--- config.mk ---
export PLATFORM = sky130hd
export DESIGN_NAME = instr2cache_bridge
export DESIGN_NICKNAME = d
export VERILOG_FILES = /design/src/rtl/instr2cache_bridge.sv
export SDC_FILE = /design/constraint.sdc
export NUM_CORES = 1
export LEC_CHECK = 0
export ABC_AREA = 1
export CORE_MARGIN = 3
export CORE_UTILIZATION = 33
export DETAILED_ROUTE_END_ITERATION = 6
export HOLD_SLACK_MARGIN = 0.06
export MAX_ROUTING_LAYER = met4
export PLACE_DENSITY = 0.88
export SETUP_SLACK_MARGIN = 0.02
export SYNTH_ARGS = -nofsm -noshare
export SYNTH_HDL_FRONTEND = slang
export SYNTH_SLANG_ARGS = --single-unit
export TNS_END_PERCENT = 1
--- constraint.sdc ---
create_clock -name clk_i -period 2 [get_ports clk_i]
set_input_delay 0.3 -clock clk_i [delete_from_list [all_inputs] [get_ports clk_i]]
set_output_delay 0.3 -clock clk_i [all_outputs]
set_load 0.02 [all_outputs]
--- src/rtl/instr2cache_bridge.sv ---
`default_nettype none
// ============================================================================
// Module   : instr2cache_bridge
// Brief    : Bridges the core instruction fetch port to the tile I$.
//            Tracks in-flight fetches, drops stale responses after a flush,
//            answers misaligned fetches locally with an error and optionally
//            registers the response path.
// Revision : 1.0 - initial release
// ============================================================================
module instr2cache_bridge #(
    parameter int ADDR_W          = 32,
    parameter int DATA_W          = 32,
    parameter int MAX_OUTSTANDING = 2,
    parameter bit REG_RSP         = 1'b1
) (
    input  logic              clk_i,
    input  logic              rst_ni,
    input  logic              flush_i,
    // core fetch port
    input  logic              instr_req_i,
    input  logic [ADDR_W-1:0] instr_addr_i,
    output logic              instr_gnt_o,
    output logic              instr_rvalid_o,
    output logic [DATA_W-1:0] instr_rdata_o,
    output logic              instr_err_o,
    // instruction cache port
    output logic              cache_req_o,
    output logic [ADDR_W-1:0] cache_addr_o,
    input  logic              cache_gnt_i,
    input  logic              cache_rvalid_i,
    input  logic [DATA_W-1:0] cache_rdata_i,
    input  logic              cache_rerror_i,
    // status
    output logic              busy_o
);

    // Byte-offset bits that must be zero for an aligned fetch.
    localparam int c_OFF_W = $clog2(DATA_W / 8);
    // Counter wide enough to hold 0..MAX_OUTSTANDING.
    localparam int c_CNT_W = $clog2(MAX_OUTSTANDING + 1);
    localparam logic [c_CNT_W-1:0] c_MAX = c_CNT_W'(MAX_OUTSTANDING);

    logic [c_CNT_W-1:0] r_cnt;       // granted by the cache, not yet answered
    logic [c_CNT_W-1:0] r_drop;      // how many of r_cnt are stale
    logic               r_lerr;      // local error response pending

    logic               w_aligned;
    logic               w_cache_gnt;
    logic               w_lerr_gnt;
    logic               w_rsp_ack;   // cache response that retires an entry
    logic               w_cache_src;
    logic               w_lerr_src;
    logic               w_raw_valid;
    logic [DATA_W-1:0]  w_raw_data;
    logic               w_raw_err;
    logic               w_rsp_pending;

    // ------------------------------------------------------------------
    // Request path
    // ------------------------------------------------------------------
    generate
        if (c_OFF_W == 0) begin : g_align_none
            assign w_aligned = 1'b1;
        end else begin : g_align_chk
            assign w_aligned = (instr_addr_i[c_OFF_W-1:0] == '0);
        end
    endgenerate

    assign cache_req_o  = instr_req_i & w_aligned & ~flush_i & ~r_lerr & (r_cnt < c_MAX);
    assign cache_addr_o = instr_addr_i;
    assign w_cache_gnt  = cache_req_o & cache_gnt_i;

    // A misaligned fetch is only accepted once the cache side is drained, so
    // its local error can never collide with a cache response.
    assign w_lerr_gnt   = instr_req_i & ~w_aligned & (r_cnt == '0) & ~r_lerr & ~flush_i;
    assign instr_gnt_o  = w_cache_gnt | w_lerr_gnt;

    // ------------------------------------------------------------------
    // Raw response selection
    // ------------------------------------------------------------------
    assign w_rsp_ack   = cache_rvalid_i & (r_cnt != '0);
    assign w_cache_src = cache_rvalid_i & (r_drop == '0) & ~flush_i;
    assign w_lerr_src  = r_lerr & ~flush_i;
    assign w_raw_valid = w_cache_src | w_lerr_src;
    assign w_raw_data  = w_cache_src ? cache_rdata_i : '0;
    assign w_raw_err   = w_lerr_src | (w_cache_src & cache_rerror_i);

    // Track outstanding/stale counts and the local error flag.
    always_ff @(posedge clk_i or negedge rst_ni) begin
        if (!rst_ni) begin
            r_cnt  <= '0;
            r_drop <= '0;
            r_lerr <= 1'b0;
        end else begin
            // Saturates at zero if the cache answers with nothing in flight.
            r_cnt <= r_cnt + c_CNT_W'(w_cache_gnt) - c_CNT_W'(w_rsp_ack);
            if (flush_i) begin
                r_drop <= r_cnt - c_CNT_W'(w_rsp_ack);
                r_lerr <= 1'b0;
            end else begin
                r_drop <= r_drop - c_CNT_W'(cache_rvalid_i & (r_drop != '0));
                if (w_lerr_gnt) begin
                    r_lerr <= 1'b1;
                end else begin
                    r_lerr <= 1'b0;
                end
            end
        end
    end

    // ------------------------------------------------------------------
    // Output stage
    // ------------------------------------------------------------------
    generate
        if (REG_RSP) begin : g_reg_rsp
            logic              r_rsp_valid;
            logic [DATA_W-1:0] r_rsp_data;
            logic              r_rsp_err;

            // Register the raw response every cycle; a flush kills it.
            always_ff @(posedge clk_i or negedge rst_ni) begin
                if (!rst_ni) begin
                    r_rsp_valid <= 1'b0;
                    r_rsp_data  <= '0;
                    r_rsp_err   <= 1'b0;
                end else begin
                    r_rsp_valid <= w_raw_valid & ~flush_i;
                    r_rsp_data  <= w_raw_data;
                    r_rsp_err   <= w_raw_err;
                end
            end

            assign instr_rvalid_o = r_rsp_valid;
            assign instr_rdata_o  = r_rsp_data;
            assign instr_err_o    = r_rsp_err;
            assign w_rsp_pending  = r_rsp_valid;
        end else begin : g_comb_rsp
            assign instr_rvalid_o = w_raw_valid;
            assign instr_rdata_o  = w_raw_data;
            assign instr_err_o    = w_raw_err;
            assign w_rsp_pending  = 1'b0;
        end
    endgenerate

    assign busy_o = (r_cnt != '0) | r_lerr | w_rsp_pending;

    // A cache response with nothing outstanding breaks the I$ protocol.
    a_no_orphan_rsp : assert property (@(posedge clk_i) disable iff (!rst_ni)
        !(cache_rvalid_i && (r_cnt == '0)));

endmodule
`default_nettype wire
==> flow_summary_export.csv, run 1 <==
group,metric,value,unit
status,status,"complete, no violations",
finish,seq_area,975.9,um^2
finish,fin_cells,309,
timing,fin_skew,6.361,ps
routing,routed.top_layer,"met4",
placement,placed_cell_area,2419,um^2
finish,n_antenna_cell,0,
finish,drive_above_1_share,0.1172,
yosys,avgSynthCellArea,9.717,um^2
grt,grt_usage,0.1233,
placement,io_buffers,79,
worst_setup_path,crit_fanout,6,
worst_setup_path,criticalPathCategory,"reg -> out",
placement,hpwlAfterDp,2.950,mm
timing,setup_tns,0,ps
routing,drt-total-wl,3.765,mm
yosys,synth_area_leaders,"dfrtp_1 55%, buf_4 13%, inv_1 8.6%",
pwr,seqPwrFrac,0.420,
finish,area_growth,42.27,%
floorplan,ios,140,
pwr,p_comb_frac,0.292,
routing,met2WireLength,1.911,mm
routing,m1WireLength,1.344,mm
yosys,synth-seq-cells,39,
clock_network,htree_levels,2,
clock_network,clkSlewWorstSetupHoldPaths,80,ps
routing,vias,1214,
finish,layout_common_cells,"75 x clkdlybuf4s50_1, 41 x inv_1, 39 x dfrtp_1",
timing,setup_viol,0,
pwr,p_leak,1.329,nW
routing,wl_met3,379,um
grt,grt_max_degree,40,
finish,final_common_cell,"clkdlybuf4s50_1",
pwr,power_frac_clock,0.288,
yosys,synth_top_cell_by_area,"dfrtp_1",
grt,grt_pass1_wl,5.768,mm
clock_network,cts_buffers,5,
clock_network,cts_setup_buffers,0,
floorplan,rows,26,
yosys,synthCells,184,
yosys,synth_top_area_share,0.5458,
finish,fillers,501,
placement,dp_slack,-108.9,ps
yosys,yosysSeqAreaShare,0.5458,
timing,hold_viol_final,0,
timing,report.final.slew_viol_count,0,
yosys,syn_area,1788,um^2
routing,vias_per_cell,3.929,
timing,fin_crit_sh,0.8936,
worst_setup_path,start_kind,"flip-flop",
worst_setup_path,worstPathRequired,1700,ps
floorplan,fp.coreArea,5172,um^2
worst_setup_path,critPathSlowestCell,"dfrtp_1",
finish,multi_input_area,376.6,um^2
pwr,p_int,1.626,mW
floorplan,initial_core_util,0.3457,
placement,dp_cells,301,
floorplan,dieWidth,79.61,um
routing,firstDrtPassIters,2,
pwr,power_switching,0.6840,mW
placement,gp_congestion,0.7286,
floorplan,dieArea,6337,um^2
finish,final_cell_area,2544,um^2
timing,rsz0062_at_grt,"false",
worst_setup_path,critPathCaptureType,"output port",
worst_setup_path,cp_slowest_stage_delay,470,ps
finish,layout.nets,313,
routing,drcViolationCount,0,
clock_network,cts_tree,"yes",
flow_run,maxCapViolations,0,
pwr,p_sw_frac,0.2960,
yosys,syn_nets,259,
yosys,ys_types,17,
timing,tightest_slew,855.8,ps
floorplan,die_h,79.61,um
clock_network,cts_sinks,39,
pwr,power,2.310,mW
pwr,peakVddDrop,400.0,uV
clock_network,insertion_delay,280,ps
timing,holdWs,114.8,ps
timing,setup_ws,212.9,ps
worst_setup_path,path_cells,"nor3_2 > nand2_1 > nand2_1 > dlygate4sd2_1",
clock_network,cts-root-buf,"clkbuf_8",
routing,postRouteAntennaNets,0,
hold_path,min_path_type,"in -> async",
timing,max_slew_margin,0.4294,
worst_setup_path,path_common_cell,"nand2_1",
routing,route.detailed.wl_per_inst,12.18,um
grt,grt-ovfl-total,0,
worst_setup_path,crit_arrival,1490,ps
grt,antenna_found_initial,0,
yosys,yosys_warnings,0,
pwr,power_density,908.3,nW/um^2
routing,detail_route.iter0.violations,23,
grt,grt_pass1_vias,1251,
finish,utilization,0.4918,
timing,max_freq,0.5596,GHz
timing,final.min_clock_period,1787,ps
clock_network,clockBufferDepth,2,
worst_setup_path,worst-r2r-cell-count,9,
## path summary, 6_finish.rpt
path	slack [ps]	from	to
min reg2reg	570	r_lerr	instr_rvalid_o
max in group asynchronous	1330	rst_ni	instr_rdata_o[8]
min	110	rst_ni	r_cnt[1]
max reg2reg	350	r_cnt[1]	r_cnt[1]
min in group clk_i	530	cache_rdata_i[1]	instr_rdata_o[1]
max	210	r_cnt[1]	instr_gnt_o
## layer usage
metal	vias to the layer above	track usage
met4	0	0.06186
met1	539	0.1225
met3	20	0.03386
li1	593	-
met2	62	0.2204
met5	-	-
## critical path: cells and delay by family, from the launching register on
family / cells / cell delay [ps]
flip-flops: 1 / 470
AND/OR/NAND/NOR: 3 / 400
buffers and inverters: 1 / 330
## layout make-up
| class | instances | area share |
|---|---|---|
| Timing Repair Buffer | 83 | 0.3256 |
| Sequential cell | 39 | 0.3837 |
| Inverter | 42 | 0.06198 |
| Clock buffer | 6 | 0.03246 |
| Multi-Input combinational cell | 67 | 0.1481 |
| Tap cell | 70 | 0.03443 |
| Clock inverter | 2 | 0.01377 |
## state kept, by name, summed over array words and instances (netlist names)
| signal | flops |
|---|---|
| r_lerr | 1 |
| instr_rdata_o | 32 |
| instr_err_o | 1 |
| instr_rvalid_o | 1 |
| r_cnt | 2 |
| r_drop | 2 |
## cell usage after synthesis
cell type / count
buf_6: 4
nor2_2: 9
dfrtp_1: 39
nand2_1: 13
inv_1: 41
buf_4: 32
nor2_1: 30
mux2i_1: 1
xnor2_1: 1
nor3_1: 1
nand3_4: 1
inv_2: 1
o21ai_0: 1
xor2_1: 3
nand4_1: 1
nor2_4: 2
ha_1: 4
## cell families (layout without fill, tap and decap cells)
kind of cell / after synthesis / after routing / share of synthesized area
muxes: 1 / 1 / 0.005599
buffers and inverters: 78 / 133 / 0.2477
xor gates and xnor gates: 4 / 4 / 0.01960
DFF: 39 / 39 / 0.5458
adders and majority gates: 4 / 4 / 0.02799
and+or+nand+nor: 57 / 57 / 0.1505
AOI/OAI and AO/OA: 1 / 1 / 0.002796
## power by group through the flow
stage	Clock, mW	Combinational (mW)	Sequential [mW]
after detailed placement	0	0.685	0.983
after floorplan	0	0.431	1.04
final	0.666	0.674	0.970
after CTS	0.697	0.687	0.971
after global placement	0	0.663	0.977
after global routing	0.729	0.746	0.982
## timing repair
item                       4_1_cts  5_1_grt
gates cloned                     0        0
pin swaps                        0        0
resized for setup                4        1
setup endpoints to repair        3        1
hold buffers                     0        0
Power figures use the tool's default switching activity.
==> run 2: changes to the inputs <==
--- a/config.mk
+++ b/config.mk
@@ -12,6 +12,7 @@
 export HOLD_SLACK_MARGIN = 0.06
 export MAX_ROUTING_LAYER = met4
 export PLACE_DENSITY = 0.88
+export REMOVE_ABC_BUFFERS = 1
 export SETUP_SLACK_MARGIN = 0.02
 export SYNTH_ARGS = -nofsm -noshare
 export SYNTH_HDL_FRONTEND = slang
==> constraint.sdc (replaced) <==
create_clock -name clk_i -period 2 [get_ports clk_i]
set_input_delay 0.3 -clock clk_i [delete_from_list [all_inputs] [get_ports clk_i]]
set_output_delay 0.3 -clock clk_i [all_outputs]
set_load 0.01 [all_outputs]
==> run 2 against run 1 <==
Non-clock buffer count grew 2. Power shrank 6.4%. Sequential power grew 0.5%. Design area shrank 0.54%. Final cell count grew 0.65%. Clock power shrank 26%. Critical path type is now in -> out. Critical endpoint is now cache_req_o.
==> flow_summary_export.csv, run 2 (synthesized netlist as in run 1, its figures left out) <==
group,metric,value,unit
status,status,"complete, no violations",
floorplan,rows,26,
flow_run,maxCapViolations,0,
finish,final_cell_area,2530,um^2
timing,setup_ws,106.5,ps
timing,tightest_slew,854.2,ps
finish,n_antenna_cell,0,
worst_setup_path,critPathSlowestCell,"clkdlybuf4s50_1",
worst_setup_path,critPathCaptureType,"output port",
floorplan,dieWidth,79.61,um
timing,setup_tns,0,ps
placement,gp_congestion,0.7244,
pwr,power_density,854.5,nW/um^2
timing,setup_viol,0,
finish,largest_reg_flops,32,
floorplan,ios,140,
finish,layout_common_cells,"76 x clkdlybuf4s50_1, 41 x inv_1, 38 x dfrtp_1",
clock_network,insertion_delay,280,ps
floorplan,fp.coreArea,5172,um^2
grt,grt-ovfl-total,0,
timing,fin_skew,3.745,ps
routing,detail_route.iter0.violations,51,
floorplan,dieArea,6337,um^2
timing,rsz0062_at_grt,"true",
worst_setup_path,worstPathRequired,1700,ps
pwr,p_leak,1.313,nW
finish,fin_cells,311,
finish,utilization,0.4891,
pwr,power,2.162,mW
placement,placed_cell_area,2411,um^2
timing,final.min_clock_period,1893,ps
worst_setup_path,cp_slowest_stage_delay,550,ps
timing,max_freq,0.5281,GHz
placement,dp_slack,-84.67,ps
timing,max_slew_margin,0.4305,
worst_setup_path,critPathTopFamily,"buffers and inverters",
floorplan,die_h,79.61,um
finish,fillers,465,
floorplan,initial_core_util,0.3457,
clock_network,cts_buffers,5,
worst_setup_path,path_common_cell,"clkdlybuf4s50_1",
finish,multi_input_area,385.4,um^2
finish,drive_above_1_share,0.1245,
routing,drt-total-wl,4.340,mm
routing,postRouteAntennaNets,0,
finish,final_common_cell,"clkdlybuf4s50_1",
grt,antenna_found_initial,0,
grt,grt_max_degree,40,
clock_network,cts-root-buf,"clkbuf_8",
worst_setup_path,path_cells,"clkdlybuf4s50_1 > nor2_2 > nand2_1 > nor2_1 > clkdlybuf4s50_1",
worst_setup_path,start_kind,"input port",
placement,hpwlAfterDp,3.460,mm
worst_setup_path,criticalPathCategory,"in -> out",
routing,route.detailed.wl_per_inst,13.95,um
routing,vias,1256,
placement,io_buffers,79,
timing,report.final.slew_viol_count,0,
worst_setup_path,critPathBufInv,2,
worst_setup_path,crit_fanout,3,
routing,drcViolationCount,0,
grt,grt_pass1_vias,1289,
grt,grt_usage,0.1516,
finish,seq_area,977.2,um^2
timing,holdWs,127.9,ps
clock_network,clockBufferDepth,2,
worst_setup_path,rrSetupSlack,500,ps
clock_network,cts_sinks,39,
clock_network,htree_levels,2,
clock_network,cts_tree,"yes",
timing,fin_crit_sh,0.9467,
timing,hold_viol_final,0,
finish,layout.nets,315,
hold_path,min_path_type,"in -> async",
pwr,peakVddDrop,311.9,uV
finish,area_growth,41.50,%
clock_network,clkSlewWorstSetupHoldPaths,70,ps
worst_setup_path,crit_arrival,1590,ps
routing,vias_per_cell,4.039,
placement,dp_cells,300,
grt,grt_pass1_wl,6.762,mm
routing,firstDrtPassIters,4,
==> run 2: worst paths after layout <==
kind                            depth (start not counted)                 to            start
worst min register to register                          3          r_drop[1]        r_drop[1]
min in group clk_i                                      2          r_drop[0]          flush_i
worst max-delay path                                    5        cache_req_o  instr_addr_i[1]
worst min-delay path                                    1  instr_rdata_o[30]           rst_ni
max in group asynchronous                               1           r_cnt[1]           rst_ni
worst max register to register                          9           r_cnt[1]         r_cnt[1]
==> run 2: where the power goes <==
| group | total [mW] | switching (mW) | internal (mW) | leakage [nW] |
|---|---|---|---|---|
| Sequential | 0.975 | 0.0806 | 0.895 | 0.530 |
| Clock | 0.496 | 0.251 | 0.245 | 0.0422 |
| Combinational | 0.691 | 0.304 | 0.387 | 0.741 |
| Total | 2.16 | 0.636 | 1.53 | 1.31 |
==> run 2: area by class of cell <==
class                           count  share of cell area
Multi-Input combinational cell     67              0.1523
Inverter                           42             0.06231
Timing Repair Buffer               85              0.3323
Tap cell                           70             0.03462
Clock buffer                        7             0.03017
Sequential cell                    39              0.3863
Clock inverter                      1            0.001978
==> run 2: worst register-to-register path, stage by stage (launching register included) <==
cell	delay [ps]
dfrtp_2	450
buf_4	160
nor2_1	90
nor2_1	70
ha_1	280
inv_1	60
ha_1	150
inv_1	40
nand2_1	60
nand2_1	50
==> run 2: repair_timing <==
action | in CTS | in global routing
setup buffers | 0 | 3
pin swaps | 1 | 0
resized for setup | 5 | 2
hold buffers | 0 | 0
endpoints found under the setup margin | 2 | 2
==> run 2: routing by layer <==
metal,GRT usage,share of wire
met5,-,0
met4,0.05155,0.016
met3,0.1027,0.14
met2,0.1995,0.42
met1,0.1834,0.42
==> run 3: changes to the inputs <==
--- a/config.mk
+++ b/config.mk
@@ -7,11 +7,11 @@
 export LEC_CHECK = 0
 export ABC_AREA = 1
 export CORE_MARGIN = 3
-export CORE_UTILIZATION = 33
+export CORE_UTILIZATION = 25
 export DETAILED_ROUTE_END_ITERATION = 6
 export HOLD_SLACK_MARGIN = 0.06
 export MAX_ROUTING_LAYER = met4
-export PLACE_DENSITY = 0.88
+export PLACE_DENSITY = 0.71
 export REMOVE_ABC_BUFFERS = 1
 export SETUP_SLACK_MARGIN = 0.02
 export SYNTH_ARGS = -nofsm -noshare
==> run 3 against run 2 <==
Clock skew up 3.9 ps. Sequential power down 1%. Flip-flop and latch count unchanged. Global-route usage down 3.0 points. Non-clock buffer count down 1. Clock power down 3%. Register-to-register slack worse by 60 ps. Largest cell class unchanged. First-iteration DRC count down 65%. Setup slack better by 110 ps. Design area up 0.15%. Die area up 29%. Clock-buffer cell count down 1.
==> flow_summary_export.csv, run 3 (synthesized netlist as in run 1, its figures left out) <==
group,metric,value,unit
worst_setup_path,critPathBufInv,1,
routing,drcViolationCount,0,
placement,gp_congestion,0.7443,
worst_setup_path,path_depth,3,
placement,io_buffers,79,
grt,grt-ovfl-total,0,
timing,tightest_slew,501.0,ps
floorplan,rows,30,
worst_setup_path,cp-endpoint,"busy_o",
finish,largest_reg_flops,32,
worst_setup_path,cp_slowest_stage_delay,480,ps
grt,grt_pass1_vias,1376,
worst_setup_path,rrSetupSlack,440,ps
worst_setup_path,rr_startpoint,"r_cnt[1]",
worst_setup_path,critPathSlowestCell,"clkdlybuf4s50_1",
worst_setup_path,path_cells,"nor3_2 > nand2_1 > clkdlybuf4s50_1",
timing,setup_ws,220.9,ps
worst_setup_path,criticalPathCategory,"reg -> out",
finish,area_growth,41.71,%
clock_network,clkSlewWorstSetupHoldPaths,70,ps
finish,n_antenna_cell,0,
finish,utilization,0.3689,
hold_path,min_from,"flush_i",
finish,layout.nets,314,
finish,drive_above_1_share,0.1092,
floorplan,dieWidth,90.57,um
finish,final_common_cell,"clkdlybuf4s50_1",
floorplan,fp.coreArea,6869,um^2
clock_network,cts_tree,"yes",
clock_network,cts_sinks,39,
routing,vias,1276,
worst_setup_path,crit_path_start,"r_cnt[1]",
flow_run,maxCapViolations,0,
placement,dp_cells,326,
worst_setup_path,start_kind,"flip-flop",
worst_setup_path,worst-r2r-cell-count,9,
placement,dp_slack,-7.815,ps
routing,vias_per_cell,3.820,
placement,hpwlAfterDp,3.706,mm
timing,report.final.slew_viol_count,0,
timing,setup_viol,0,
floorplan,dieArea,8203,um^2
timing,final.min_clock_period,1779,ps
floorplan,die_h,90.57,um
timing,fin_crit_sh,0.8895,
clock_network,cts-root-buf,"clkbuf_8",
worst_setup_path,crit_arrival,1480,ps
worst_setup_path,critPathCaptureType,"output port",
worst_setup_path,crit_fanout,3,
timing,hold_viol_final,0,
routing,firstDrtPassIters,3,
clock_network,insertion_delay,280,ps
pwr,p_leak,1.326,nW
pwr,power_density,819.9,nW/um^2
worst_setup_path,critPathTopFamily,"buffers and inverters",
worst_setup_path,worstPathRequired,1700,ps
timing,max_freq,0.5621,GHz
finish,fin_cells,334,
timing,fin_skew,7.694,ps
routing,route.detailed.wl_per_inst,13.93,um
finish,layout_common_cells,"75 x clkdlybuf4s50_1, 41 x inv_1, 38 x dfrtp_1",
pwr,peakVddDrop,185.2,uV
hold_path,min_path_type,"in -> reg",
grt,grt_max_degree,35,
grt,grt_usage,0.1217,
floorplan,ios,140,
grt,antenna_found_initial,0,
clock_network,clockBufferDepth,2,
clock_network,cts_buffers,5,
grt,grt_pass1_wl,7.327,mm
worst_setup_path,reg2reg_to,"r_cnt[1]",
floorplan,initial_core_util,0.2603,
timing,rsz0062_at_grt,"false",
status,status,"complete, no violations",
routing,detail_route.iter0.violations,18,
clock_network,htree_levels,2,
timing,max_slew_margin,0.6660,
routing,drt-total-wl,4.652,mm
routing,postRouteAntennaNets,0,
-- run 3: layout make-up --
class	instances	area [um^2]
well taps	96	120.1
fillers	698	4335
inverters	42	157.7
repair buffers	84	829.5
clock buffers	6	72.57
multi-input cells	67	376.6
flip-flops and latches	39	977.2
-- run 3: what timing repair did --
| action | CTS | global route |
|---|---|---|
| setup buffers | 1 | 0 |
| gates cloned | 0 | 0 |
| resized for setup | 4 | 2 |
| hold buffers | 1 | 0 |
| setup endpoints to repair | 1 | 2 |
| pin swaps | 1 | 1 |
| endpoints found under the hold margin | 22 | 0 |
-- run 3: worst min-delay path by stage --
stage                              to  slack, ps  depth (start not counted)
finish                      r_drop[0]        460                          2
CTS                         r_drop[0]        450                          2
floorplan                 instr_err_o          4                          0
global route                r_drop[1]        470                          3
global placement    instr_rdata_o[19]        310                          1
detailed placement  instr_rdata_o[31]        300                          1
-- run 3: power breakdown --
group | internal [mW] | switching (mW) | leakage [nW]
registers | 0.895 | 0.0674 | 0.530
logic | 0.338 | 0.297 | 0.759
clock network | 0.232 | 0.247 | 0.0371
total | 1.47 | 0.611 | 1.33
-- run 3: routing by layer --
layer	up-vias	wire, um	track usage
met4	0	40	0.03444
met2	89	1900	0.1544
met5	-	0	-
met3	6	720	0.09417
li1	595	-	-
met1	586	1990	0.1470
-- run 3: per-stage QoR --
stage	cell area [um^2]	hold WS [ps]	setup TNS, ps	total power, mW
after detailed placement	2431	302.9	-7.815	1.604
after global routing	2534	470.1	0	2.244
after floorplan	1503	4.409	0	1.274
final	2534	461.0	0	2.077
after global placement	2431	305.7	-5.144	1.580
after CTS	2529	450.1	0	2.130
